<file path="config.mk">
export PLATFORM = sky130hd
export DESIGN_NAME = axis_uart_rx_os_flat
export DESIGN_NICKNAME = d
export VERILOG_FILES = /design/src/rtl/pkg_uart.sv /design/src/rtl/axis_if.sv /design/src/rtl/axis_sync_fifo.sv /design/src/rtl/axis_uart_rx_os.sv /design/src/flat_wrapper.sv
export SDC_FILE = /design/constraint.sdc
export NUM_CORES = 1
export LEC_CHECK = 0
export CAP_MARGIN = 15
export CORE_MARGIN = 1
export CORE_UTILIZATION = 32
export CTS_CLUSTER_DIAMETER = 80
export DETAILED_ROUTE_END_ITERATION = 12
export GPL_ROUTABILITY_DRIVEN = 0
export SKIP_LAST_GASP = 1
export SLEW_MARGIN = 20
export SYNTH_ARGS = -nofsm -noshare
export SYNTH_HDL_FRONTEND = slang
export SYNTH_SLANG_ARGS = --single-unit
</file>
<file path="constraint.sdc">
create_clock -name aclk -period 7.5 [get_ports aclk]
set_input_delay 0.75 -clock aclk [delete_from_list [all_inputs] [get_ports aclk]]
set_output_delay 0.75 -clock aclk [all_outputs]
set_load 0.05 [all_outputs]
</file>
<file path="src/rtl/pkg_uart.sv">
// Shared types and constants for the UART receive path: parity modes,
// receiver FSM states and the per-frame status bit layout.
package pkg_uart;

  typedef enum logic [1:0] {
    PARITY_NONE,
    PARITY_EVEN,
    PARITY_ODD
  } parity_t;

  typedef enum logic [2:0] {
    S_IDLE,
    S_START,
    S_DATA,
    S_PARITY,
    S_STOP,
    S_BREAK_WAIT
  } rx_state_t;

  localparam int ST_PARITY = 0;
  localparam int ST_FRAME  = 1;
  localparam int ST_BREAK  = 2;
  localparam int STATUS_W  = 3;

  function automatic logic majority3(input logic a, input logic b, input logic c);
    return (a & b) | (a & c) | (b & c);
  endfunction

endpackage

</file>
<file path="src/rtl/axis_if.sv">
// Minimal AXI-Stream bundle: a beat transfers when tvalid && tready.
interface axis_if #(
  parameter int DATA_WIDTH = 32
) ();
  logic                  tvalid;
  logic                  tready;
  logic [DATA_WIDTH-1:0] tdata;

  modport master (output tvalid, output tdata, input tready);
  modport slave  (input tvalid, input tdata, output tready);
endinterface

</file>
<file path="src/rtl/axis_sync_fifo.sv">
// First-word-fallthrough synchronous FIFO with full/empty flags.
// A push while full is dropped, judged on the occupancy before any same-cycle pop.
module axis_sync_fifo #(
  parameter int WIDTH = 35,
  parameter int DEPTH = 16
) (
  input  logic             clk,
  input  logic             rst_n,
  input  logic             push,
  input  logic [WIDTH-1:0] push_data,
  input  logic             pop,
  output logic [WIDTH-1:0] pop_data,
  output logic             full,
  output logic             empty,
  output logic             push_ok,
  output logic             drop
);
  localparam int AW = $clog2(DEPTH);

  logic [WIDTH-1:0] mem [DEPTH];
  logic [AW-1:0]    wr_ptr;
  logic [AW-1:0]    rd_ptr;
  logic [AW:0]      count;
  logic             pop_ok;

  assign full     = (count == (AW+1)'(DEPTH));
  assign empty    = (count == '0);
  assign push_ok  = push && !full;
  assign drop     = push && full;
  assign pop_ok   = pop && !empty;
  // Head word is forced to zero while empty so the outputs read 0 out of reset.
  assign pop_data = empty ? '0 : mem[rd_ptr];

  always_ff @(posedge clk) begin
    if (push_ok) mem[wr_ptr] <= push_data;
  end

  always_ff @(posedge clk or negedge rst_n) begin
    if (!rst_n) begin
      wr_ptr <= '0;
      rd_ptr <= '0;
      count  <= '0;
    end else begin
      if (push_ok) wr_ptr <= wr_ptr + 1'b1;
      if (pop_ok)  rd_ptr <= rd_ptr + 1'b1;
      case ({push_ok, pop_ok})
        2'b10:   count <= count + 1'b1;
        2'b01:   count <= count - 1'b1;
        default: ;
      endcase
    end
  end

endmodule

</file>
<file path="src/rtl/axis_uart_rx_os.sv">
// Oversampling UART receiver with majority-vote bit sampling, parity/frame/break
// status and an output FIFO presented as an AXI-Stream master.
module axis_uart_rx_os
  import pkg_uart::*;
#(
  parameter int      AXI_DATA_WIDTH = 32,
  parameter int      CLOCK          = 100_000_000,
  parameter int      BAUD_RATE      = 115200,
  parameter int      OVERSAMPLE     = 16,
  parameter int      DATA_BITS      = 8,
  parameter parity_t PARITY         = PARITY_NONE,
  parameter int      STOP_BITS      = 1,
  parameter int      FIFO_DEPTH     = 16
) (
  input  logic       aclk,
  input  logic       aresetn,
  input  logic       uart_rx,
  axis_if.master     m_axis,
  output logic [2:0] rx_status,
  output logic       rx_done,
  output logic       rx_overflow
);
  localparam int DIV = CLOCK / (BAUD_RATE * OVERSAMPLE);
  localparam int DW  = $clog2(DIV + 1);
  localparam int SW  = $clog2(OVERSAMPLE);
  localparam int FW  = STATUS_W + AXI_DATA_WIDTH;

  logic sync1, sync2, rx_prev, fall;

  always_ff @(posedge aclk or negedge aresetn) begin
    if (!aresetn) begin
      sync1   <= 1'b1;
      sync2   <= 1'b1;
      rx_prev <= 1'b1;
    end else begin
      sync1   <= uart_rx;
      sync2   <= sync1;
      rx_prev <= sync2;
    end
  end

  assign fall = rx_prev & ~sync2;

  rx_state_t          state_q, state_d;
  logic [DW-1:0]      div_cnt;
  logic [SW-1:0]      smp_cnt;
  logic [3:0]         bit_cnt;
  logic               s0, s1;
  logic [DATA_BITS-1:0] shift_q;
  logic               all_zero_q, par_err_q, ferr_q, stop0_zero_q;
  logic               push_q;
  logic [FW-1:0]      push_word_q;

  logic tick, mid_tick, end_tick, maj;
  logic last_data, last_stop, brk_now, ferr_now;
  logic [STATUS_W-1:0]       frame_status;
  logic [AXI_DATA_WIDTH-1:0] frame_data;

  assign tick      = (state_q != S_IDLE) && (div_cnt == DW'(DIV - 1));
  assign mid_tick  = tick && (smp_cnt == SW'(OVERSAMPLE / 2 + 1));
  assign end_tick  = tick && (smp_cnt == SW'(OVERSAMPLE - 1));
  assign maj       = majority3(s0, s1, sync2);
  assign last_data = (bit_cnt == 4'(DATA_BITS - 1));
  assign last_stop = (bit_cnt == 4'(STOP_BITS - 1));
  // Break needs every data/parity bit low and the first stop bit low.
  assign brk_now   = all_zero_q && ((bit_cnt == 4'd0) ? !maj : stop0_zero_q);
  assign ferr_now  = ferr_q | !maj;

  always_comb begin
    frame_status = '0;
    frame_data   = AXI_DATA_WIDTH'(shift_q);
    if (brk_now) begin
      frame_status[ST_BREAK] = 1'b1;
      frame_status[ST_FRAME] = 1'b1;
      frame_data             = '0;
    end else begin
      frame_status[ST_PARITY] = par_err_q;
      frame_status[ST_FRAME]  = ferr_now;
    end
  end

  always_ff @(posedge aclk or negedge aresetn) begin
    if (!aresetn) state_q <= S_IDLE;
    else          state_q <= state_d;
  end

  always_comb begin
    state_d = state_q;
    case (state_q)
      S_IDLE:       if (fall) state_d = S_START;
      S_START: begin
        if (mid_tick && maj) state_d = S_IDLE;
        else if (end_tick)   state_d = S_DATA;
      end
      S_DATA:       if (end_tick && last_data)
                      state_d = (PARITY != PARITY_NONE) ? S_PARITY : S_STOP;
      S_PARITY:     if (end_tick) state_d = S_STOP;
      S_STOP:       if (mid_tick && last_stop)
                      state_d = brk_now ? S_BREAK_WAIT : S_IDLE;
      S_BREAK_WAIT: if (sync2) state_d = S_IDLE;
      default:      state_d = S_IDLE;
    endcase
  end

  always_ff @(posedge aclk or negedge aresetn) begin
    if (!aresetn) begin
      div_cnt      <= '0;
      smp_cnt      <= '0;
      bit_cnt      <= '0;
      s0           <= 1'b1;
      s1           <= 1'b1;
      shift_q      <= '0;
      all_zero_q   <= 1'b0;
      par_err_q    <= 1'b0;
      ferr_q       <= 1'b0;
      stop0_zero_q <= 1'b0;
      push_q       <= 1'b0;
      push_word_q  <= '0;
    end else begin
      push_q <= 1'b0;
      // Bit timing restarts from zero at every start detection.
      if (state_q == S_IDLE) begin
        div_cnt <= '0;
        smp_cnt <= '0;
      end else if (tick) begin
        div_cnt <= '0;
        smp_cnt <= (smp_cnt == SW'(OVERSAMPLE - 1)) ? '0 : smp_cnt + 1'b1;
      end else begin
        div_cnt <= div_cnt + 1'b1;
      end
      if (tick && smp_cnt == SW'(OVERSAMPLE / 2 - 1)) s0 <= sync2;
      if (tick && smp_cnt == SW'(OVERSAMPLE / 2))     s1 <= sync2;
      if (state_d != state_q) bit_cnt <= '0;
      else if (end_tick)      bit_cnt <= bit_cnt + 1'b1;

      case (state_q)
        S_IDLE: if (fall) begin
          all_zero_q   <= 1'b1;
          par_err_q    <= 1'b0;
          ferr_q       <= 1'b0;
          stop0_zero_q <= 1'b0;
        end
        S_DATA: if (mid_tick) begin
          shift_q <= {maj, shift_q[DATA_BITS-1:1]};
          if (maj) all_zero_q <= 1'b0;
        end
        S_PARITY: if (mid_tick) begin
          par_err_q <= (^shift_q) ^ maj ^ (PARITY == PARITY_ODD);
          if (maj) all_zero_q <= 1'b0;
        end
        S_STOP: if (mid_tick) begin
          if (!maj) ferr_q <= 1'b1;
          if (bit_cnt == 4'd0) stop0_zero_q <= !maj;
          if (last_stop) begin
            push_q      <= 1'b1;
            push_word_q <= {frame_status, frame_data};
          end
        end
        default: ;
      endcase
    end
  end

  // Output handshake: a word is offered while tvalid is high and holds
  // tdata/rx_status stable until the cycle where tvalid && tready retires it.
  logic [FW-1:0] head_word;
  logic          fifo_full, fifo_empty;

  axis_sync_fifo #(
    .WIDTH (FW),
    .DEPTH (FIFO_DEPTH)
  ) u_fifo (
    .clk       (aclk),
    .rst_n     (aresetn),
    .push      (push_q),
    .push_data (push_word_q),
    .pop       (m_axis.tvalid && m_axis.tready),
    .pop_data  (head_word),
    .full      (fifo_full),
    .empty     (fifo_empty),
    .push_ok   (rx_done),
    .drop      (rx_overflow)
  );

  assign m_axis.tvalid = !fifo_empty;
  assign m_axis.tdata  = head_word[AXI_DATA_WIDTH-1:0];
  assign rx_status     = head_word[FW-1:AXI_DATA_WIDTH];

endmodule

</file>
<file path="src/flat_wrapper.sv">
// flat-port wrapper written by rule: the top's interface ports become plain ports
module axis_uart_rx_os_flat import pkg_uart::*;
#(
  parameter int      AXI_DATA_WIDTH = 32,
  parameter int      CLOCK          = 100_000_000,
  parameter int      BAUD_RATE      = 115200,
  parameter int      OVERSAMPLE     = 16,
  parameter int      DATA_BITS      = 8,
  parameter parity_t PARITY         = PARITY_NONE,
  parameter int      STOP_BITS      = 1,
  parameter int      FIFO_DEPTH     = 16
)
  (aclk, aresetn, uart_rx, rx_status, rx_done, rx_overflow, m_axis_tvalid, m_axis_tdata, m_axis_tready);
  axis_if #(.DATA_WIDTH(32)) m_axis_i ();
  input  logic aclk;
  input  logic aresetn;
  input  logic uart_rx;
  output logic [2:0] rx_status;
  output logic rx_done;
  output logic rx_overflow;
  output wire logic [$bits(m_axis_i.tvalid)-1:0] m_axis_tvalid;
  output wire logic [$bits(m_axis_i.tdata)-1:0] m_axis_tdata;
  input wire logic [$bits(m_axis_i.tready)-1:0] m_axis_tready;
  assign m_axis_tvalid = m_axis_i.tvalid;
  assign m_axis_tdata = m_axis_i.tdata;
  assign m_axis_i.tready = m_axis_tready;
  axis_uart_rx_os #(.AXI_DATA_WIDTH(AXI_DATA_WIDTH), .CLOCK(CLOCK), .BAUD_RATE(BAUD_RATE), .OVERSAMPLE(OVERSAMPLE), .DATA_BITS(DATA_BITS), .PARITY(PARITY), .STOP_BITS(STOP_BITS), .FIFO_DEPTH(FIFO_DEPTH)) u_core (.aclk(aclk), .aresetn(aresetn), .uart_rx(uart_rx), .m_axis(m_axis_i), .rx_status(rx_status), .rx_done(rx_done), .rx_overflow(rx_overflow));
endmodule
</file>
==> key figures, run 1 <==
Drt
  • # DRC: 0
  • Avg WL per Cell: 19.5 um
  • Post-route ant nets: 0
  • Via count: 5,029
  • DRT Pass-1 Iters: 4
  • Starting DRC count in detailed routing: 479
  • Total Wirelength: between 15,000 and 20,000 um
  • Via density: 4.94

Die
  • Total die area: 31,400 um2
  • FP Rows: 63
  • Core box area: 30,000 um2
  • Die height: 177 um
  • Die W: 177 um
  • Initial core utilization: 32.8%
  • # IOs: 42

CTS
  • Clock-pin slew on the worst setup and hold paths: 0.06 ns
  • Post_cts resized: 0
  • Clock Path Buffers: 3
  • H-tree levels: 1
  • Post-CTS setup buffer count: 0
  • CTS buffer count: 25
  • Hold Buf Count CTS: 0
  • Clock sink total: 234
  • Clock latency on the worst-skew pair: 0.52 ns
  • CTS tree: yes
  • Root Buffer: clkbuf_16

Timing
  • Fin. Hold Viols: 0
  • Slew Viols, Final: 0
  • Fin worst setup slack: 3.10 ns
  • Clock period minus worst slack: around 4.4 ns
  • F_max: 0.227 GHz
  • Max-slew headroom at the worst pin: 35.1%
  • Worst-Margin Slew: 0.974 ns
  • Layout Skew: 0.0160 ns
  • Endpoints failing setup: 0
  • RSZ-0062 raised after global routing: no
  • Final Cycle Share: 58.6%
  • Fin Hold WS: approximately 0.36 ns
  • Setup TNS: 0 ns

Yosys
  • Synth Flop Type: edfxtp_1
  • Synth Area per Inst: approximately 17 um2
  • Top cells by area, synth: edfxtp_1, dfrtp_1, mux4_2
  • Cell taking the most area after synthesis: edfxtp_1
  • Yosys reg bits: 234
  • Sequential share of the synthesized area: 68.6%
  • Synthesized netlist cell count: ~570
  • Synth Cell Area: a little under 10,000 um2
  • Top cells by count, synth: edfxtp_1, mux4_2, dfrtp_1
  • Distinct cell type count after synthesis: 49
  • Synth Warn #: 0
  • Count of flip-flops with a built-in enable after synthesis: approximately 180
  • Top-count cell post-synth: edfxtp_1
  • Share of the synthesized area in the top cell type: 53.8%
  • Ys async rst share: 24.8%

Setup path
  • CP Depth: 5
  • Max stage delay on crit path: 0.75 ns
  • Critical-path top delay cell: clkdlybuf4s50_1
  • Worst Reg-to-Reg Cells: 10
  • Endpoint arrival time on the critical path: 3.65 ns
  • Startpoint types: flop
  • Worst setup path class: reg2out
  • Cell family with most CP delay: buffers and inverters
  • WP data required: 6.75 ns
  • Critical path capture point type: output pin
  • WP buf/inv: 2
  • Most common cell on crit path: mux4_2
  • Crit-path cells: buf_4, mux4_2, mux4_2, nor2b_1, clkdlybuf4s50_1
  • R2r setup slk: 3.88 ns
  • Worst-path fanout max: 44

Global routing
  • Gr usage total: 13.0%
  • Vias in the first global route: 5,265
  • Pin count of the biggest net entering global routing: between 50 and 60
  • First-pass GRT wire length: 30,700 um
  • GR Overflow Total: 0
  • Initial antenna violation count: 0

Place
  • HPWL after detailed placement: 12,100 um
  • Post-DP Area: 10,400 um2
  • Worst slack at placement: between 3 and 4 ns
  • # placed instances: 974
  • Buffers on Ports: 17

Pwr
  • VDD IR-drop max: 0.190 mV
  • Pwr Density: just under 300 nW/um2
  • Static leakage: 3.42 nW
  • Total power: 3.27 mW

Finish
  • Antenna Cells: 0
  • Layout cells sized above 1: 20.1%
  • Fillcell total: about 2,800
  • Final Net Count: 632
  • Final instance area: 11,200 um2
  • Final std cells w/o fill: 1,017
  • Post-layout util: 37.5%
  • Layout area overhead: 14.3%

Hold path
  • Worst hold path type: reg2reg
  • Hold Crit Depth: 0

Run status
  • Status: completed

Flow run
  • Max-cap violations: 0
==> power by group <==
group	leakage (nW)	switching, mW	total [mW]	internal (mW)
sequential	1.96	0.147	1.57	1.43
combinational	1.08	0.269	0.493	0.225
clock	0.385	0.482	1.21	0.723
==> metal layers <==
layer,vias up,part of all wire [%],routed length (um),global-route usage (%)
met4,0,1.9,372,3.06
li1,2239,-,-,-
met2,109,54,10700,23.7
met5,-,0,0,0
met1,2647,40,8050,16.0
met3,34,3.8,751,2.02
==> path summary, 6_finish.rpt <==
path                                               from                       to
min in group asynchronous                       aresetn        u_core.div_cnt[4]
worst max register to register   u_core.u_fifo.count[0]   u_core.u_fifo.count[4]
max in group asynchronous                       aresetn  u_core.u_fifo.rd_ptr[1]
worst min register to register             u_core.sync1             u_core.sync2
worst min-delay path                       u_core.sync1             u_core.sync2
worst max-delay path            u_core.u_fifo.rd_ptr[0]          m_axis_tdata[5]
==> flip-flops by register name, summed over array words and instances, names as in the netlist <==
name	count
u_core.sync1	1
u_core.s1	1
u_core.s0	1
u_core.push_q	1
u_core.u_fifo.mem	176
u_core.push_word_q	11
u_core.smp_cnt	4
u_core.all_zero_q	1
u_core.u_fifo.wr_ptr	4
u_core.bit_cnt	4
u_core.sync2	1
u_core.ferr_q	1
u_core.div_cnt	6
u_core.u_fifo.rd_ptr	4
u_core.par_err_q	1
u_core.shift_q	8
u_core.rx_prev	1
u_core.u_fifo.count	5
u_core.state_q	3
==> final cells by class <==
type                            count  area [um2]  share of cell area (%)
Multi-Input combinational cell    298        2840                    25.3
Clock buffer                       35         663                    5.90
Sequential cell                   234        6750                    60.0
Inverter                           17        63.8                   0.568
Tap cell                          390         488                    4.34
Clock inverter                      8         134                    1.19
Timing Repair Buffer               35         300                    2.67
==> cells by family after synthesis <==
kind of cell	Yosys count	synth area share (%)
AO/OA/AOI/OAI	42	2.86
XOR/XNOR	26	2.32
adder cells (fa/ha/maj)	18	2.38
buffers and inverters	63	3.42
flip-flops	234	68.6
multiplexers	67	13.9
other	1	0.0381
AND/OR/NAND/NOR	121	6.44
==> cell usage in the layout, fill, tap and decap left out, types with 16 or more instances in the layout <==
cell | synthesis | layout
inv_1 | 17 | 17
clkdlybuf4s50_1 | 0 | 16
nor2_1 | 29 | 29
clkbuf_16 | 0 | 25
nand2_1 | 20 | 20
xnor2_1 | 17 | 17
dfrtp_1 | 53 | 51
mux4_2 | 55 | 55
ha_1 | 16 | 16
edfxtp_1 | 176 | 176
buf_4 | 24 | 18
conb_1 | 1 | 24
nor2b_1 | 17 | 16
Note: power is estimated with default switching activity, not from simulation.
==> inputs of run 2 (changes only) <==
- clock period: 7.5 -> 3.9 ns (I/O delays scaled with it)
==> key figures, run 2 (synthesized netlist as in run 1, its figures left out) <==
Finish
  • Final std cells w/o fill: 1,022 (+0.49%)
  • Final instance area: 11,300 um2 (+0.13%)
  • Largest registers: u_core.u_fifo.mem x176, u_core.push_word_q x11, u_core.shift_q x8
  • Final Net Count: 635 (+0.47%)
  • Layout area overhead: 14.5%
  • Antenna Cells: 0 (unchanged)
  • Most flop-heavy register: u_core.u_fifo.mem
  • Commonest non-fill, non-tap cell in the layout: edfxtp_1
  • Post-layout util: 37.6% (+0.050 points)
  • Layout cells sized above 1: 21.0% (+0.95 points)
  • Max reg flops: 176 (unchanged)
  • Most frequent cells in the layout: edfxtp_1, mux4_2, dfrtp_1

Drt
  • Total Wirelength: 19,900 um (-0.10%)
  • Avg WL per Cell: 19.4 um (-0.59%)
  • DRT Pass-1 Iters: 6 (+2)
  • Post-route ant nets: 0 (unchanged)
  • Via density: 4.94 (about the same)
  • Via count: 5,052 (+0.46%)
  • Starting DRC count in detailed routing: 403 (-16%)
  • # DRC: 0 (unchanged)

Setup path
  • R2r endpoint: u_core.u_fifo.count[4]
  • Critical path capture point type: output pin
  • Crit path from: u_core.u_fifo.rd_ptr[1]
  • WP data required: 3.51 ns (-3.24 ns)
  • Endpoint arrival time on the critical path: 3.26 ns (-0.39 ns)
  • End of the critical path: rx_status[2]
  • Startpoint types: flop
  • Worst setup path class: reg2out
  • R2r setup slk: 0.88 ns (-3.00 ns)
  • Worst-path fanout max: 25 (-43%)
  • FF-to-FF Start: u_core.u_fifo.count[1]
  • Worst Reg-to-Reg Cells: 11 (+1)

Timing
  • Final Cycle Share: 93.7%
  • Worst-Margin Slew: 0.910 ns (-0.0644 ns)
  • RSZ-0062 raised after global routing: no
  • F_max: about 0.27 GHz
  • Layout Skew: 0.0159 ns (-0.0000847 ns)
  • Slew Viols, Final: 0 (unchanged)
  • Endpoints failing setup: 0 (unchanged)
  • Clock period minus worst slack: between 3 and 4 ns
  • Fin. Hold Viols: 0 (unchanged)
  • Setup TNS: 0 ns (unchanged)
  • Max-slew headroom at the worst pin: 39.3% (+4.2 points)

CTS
  • Clock sink total: 234 (unchanged)
  • Clock latency on the worst-skew pair: 0.51 ns (about the same)
  • Clock-pin slew on the worst setup and hold paths: 0.06 ns (about the same)
  • Post-CTS setup buffer count: 0 (unchanged)
  • Post_cts resized: 0 (unchanged)
  • CTS tree: yes
  • Root Buffer: clkbuf_16
  • CTS buffer count: 24 (-4.0%)
  • Clock Path Buffers: 3 (unchanged)
  • H-tree levels: 1 (unchanged)

Global routing
  • Vias in the first global route: 5,283 (+0.34%)
  • Pin count of the biggest net entering global routing: 37 (-37%)
  • GR Overflow Total: 0 (unchanged)
  • Gr usage total: 13.1% (+0.13 points)
  • Initial antenna violation count: 0 (unchanged)
  • First-pass GRT wire length: 31,200 um (+1.7%)

Pwr
  • VDD IR-drop max: 0.390 mV (+100%)
  • Clock power share: 35.2% (-1.6 points)
  • Internal power: 4.51 mW (+90%)
  • Fraction of power spent switching nets: 27.5% (about the same)
  • Sw power: 1.71 mW (+90%)
  • Comb pwr share: 17.3% (+2.2 points)
  • Total power: 6.21 mW (+90%)
  • Static leakage: 3.44 nW (+0.43%)
  • Register share of total power: 47.6% (-0.5 points)
  • Pwr Density: 552 nW/um2 (+90%)

Die
  • Core box area: 30,000 um2 (unchanged)
  • Total die area: 31,400 um2 (unchanged)
  • FP Rows: 63 (unchanged)
  • Die height: 177 um (unchanged)
  • Die W: 177 um (unchanged)
  • Initial core utilization: 32.8% (unchanged)
  • # IOs: 42 (unchanged)

Flow run
  • Max-cap violations: 0 (unchanged)

Place
  • Buffers on Ports: 17 (unchanged)
  • HPWL after detailed placement: 12,400 um (+2.5%)
  • # placed instances: 977 (+0.31%)
  • Post-DP Area: 10,500 um2 (+0.48%)

Hold path
  • Worst hold path type: in2reg
  • Hold Crit Depth: 1 (+1)

Run status
  • Status: completed
-- run 2: cell types whose count changed in the layout (fill, tap and decap cells not counted), sizes merged --
cell	change
buf	+3
bufinv	-2
inv	-2
clkinv	+4
clkbuf	+1
dlygate4sd3	+1
-- run 2: what timing repair did --
item / in CTS / in global routing
endpoints found under the hold margin: 20 / 0
setup endpoints to repair: 0 / 0
hold buffers: 1 / 0
-- run 2: per-layer routing --
layer  global-route usage, %  share of wire, %
met5                       0                 0
met4                    3.63               2.2
met3                    2.10               5.1
met2                    23.4                52
met1                    16.4                40
-- run 2: stage by stage --
step           hold slack, ns  setup slack [ns]
4_1_cts                 0.267             0.200
3_5_place_dp            0.352             0.727
5_1_grt                 0.289             0.144
3_3_place_gp            0.354             0.747
2_1_floorplan          0.0944             0.766
6_report                0.299             0.247
-- run 2: final cells by class --
class	instances	area [um2]
fill	2731	18700
inverter	17	63.8
tap	390	488
clock inverter	8	67.6
timing repair buffer	39	358
multi-input combinational	298	2840
clock buffer	36	687
sequential	234	6750
-- run 2: worst min-delay path by stage --
stage,from,to,slack [ns]
2_1_floorplan,aresetn,u_core.all_zero_q,0.09
3_3_place_gp,u_core.sync1,u_core.sync2,0.35
3_5_place_dp,u_core.sync1,u_core.sync2,0.35
4_1_cts,uart_rx,u_core.sync1,0.27
5_1_grt,uart_rx,u_core.sync1,0.29
6_report,uart_rx,u_core.sync1,0.30
-- run 2: power groups by stage --
stage          Clock [mW]  Combinational [mW]  Sequential [mW]
6_report             2.19                1.07             2.95
5_1_grt              2.33                1.17             2.97
4_1_cts              2.24                1.10             2.95
3_5_place_dp            0                1.10             3.01
3_3_place_gp            0                1.06             2.99
2_1_floorplan           0               0.909             2.87
-- run 2: critical path, stage by stage (launching register included) --
cell and delay, ns:
dfrtp_2 0.80, buf_12 0.27, mux4_2 0.31, mux4_2 0.52
nor2b_1 0.16, clkdlybuf4s50_1 0.70
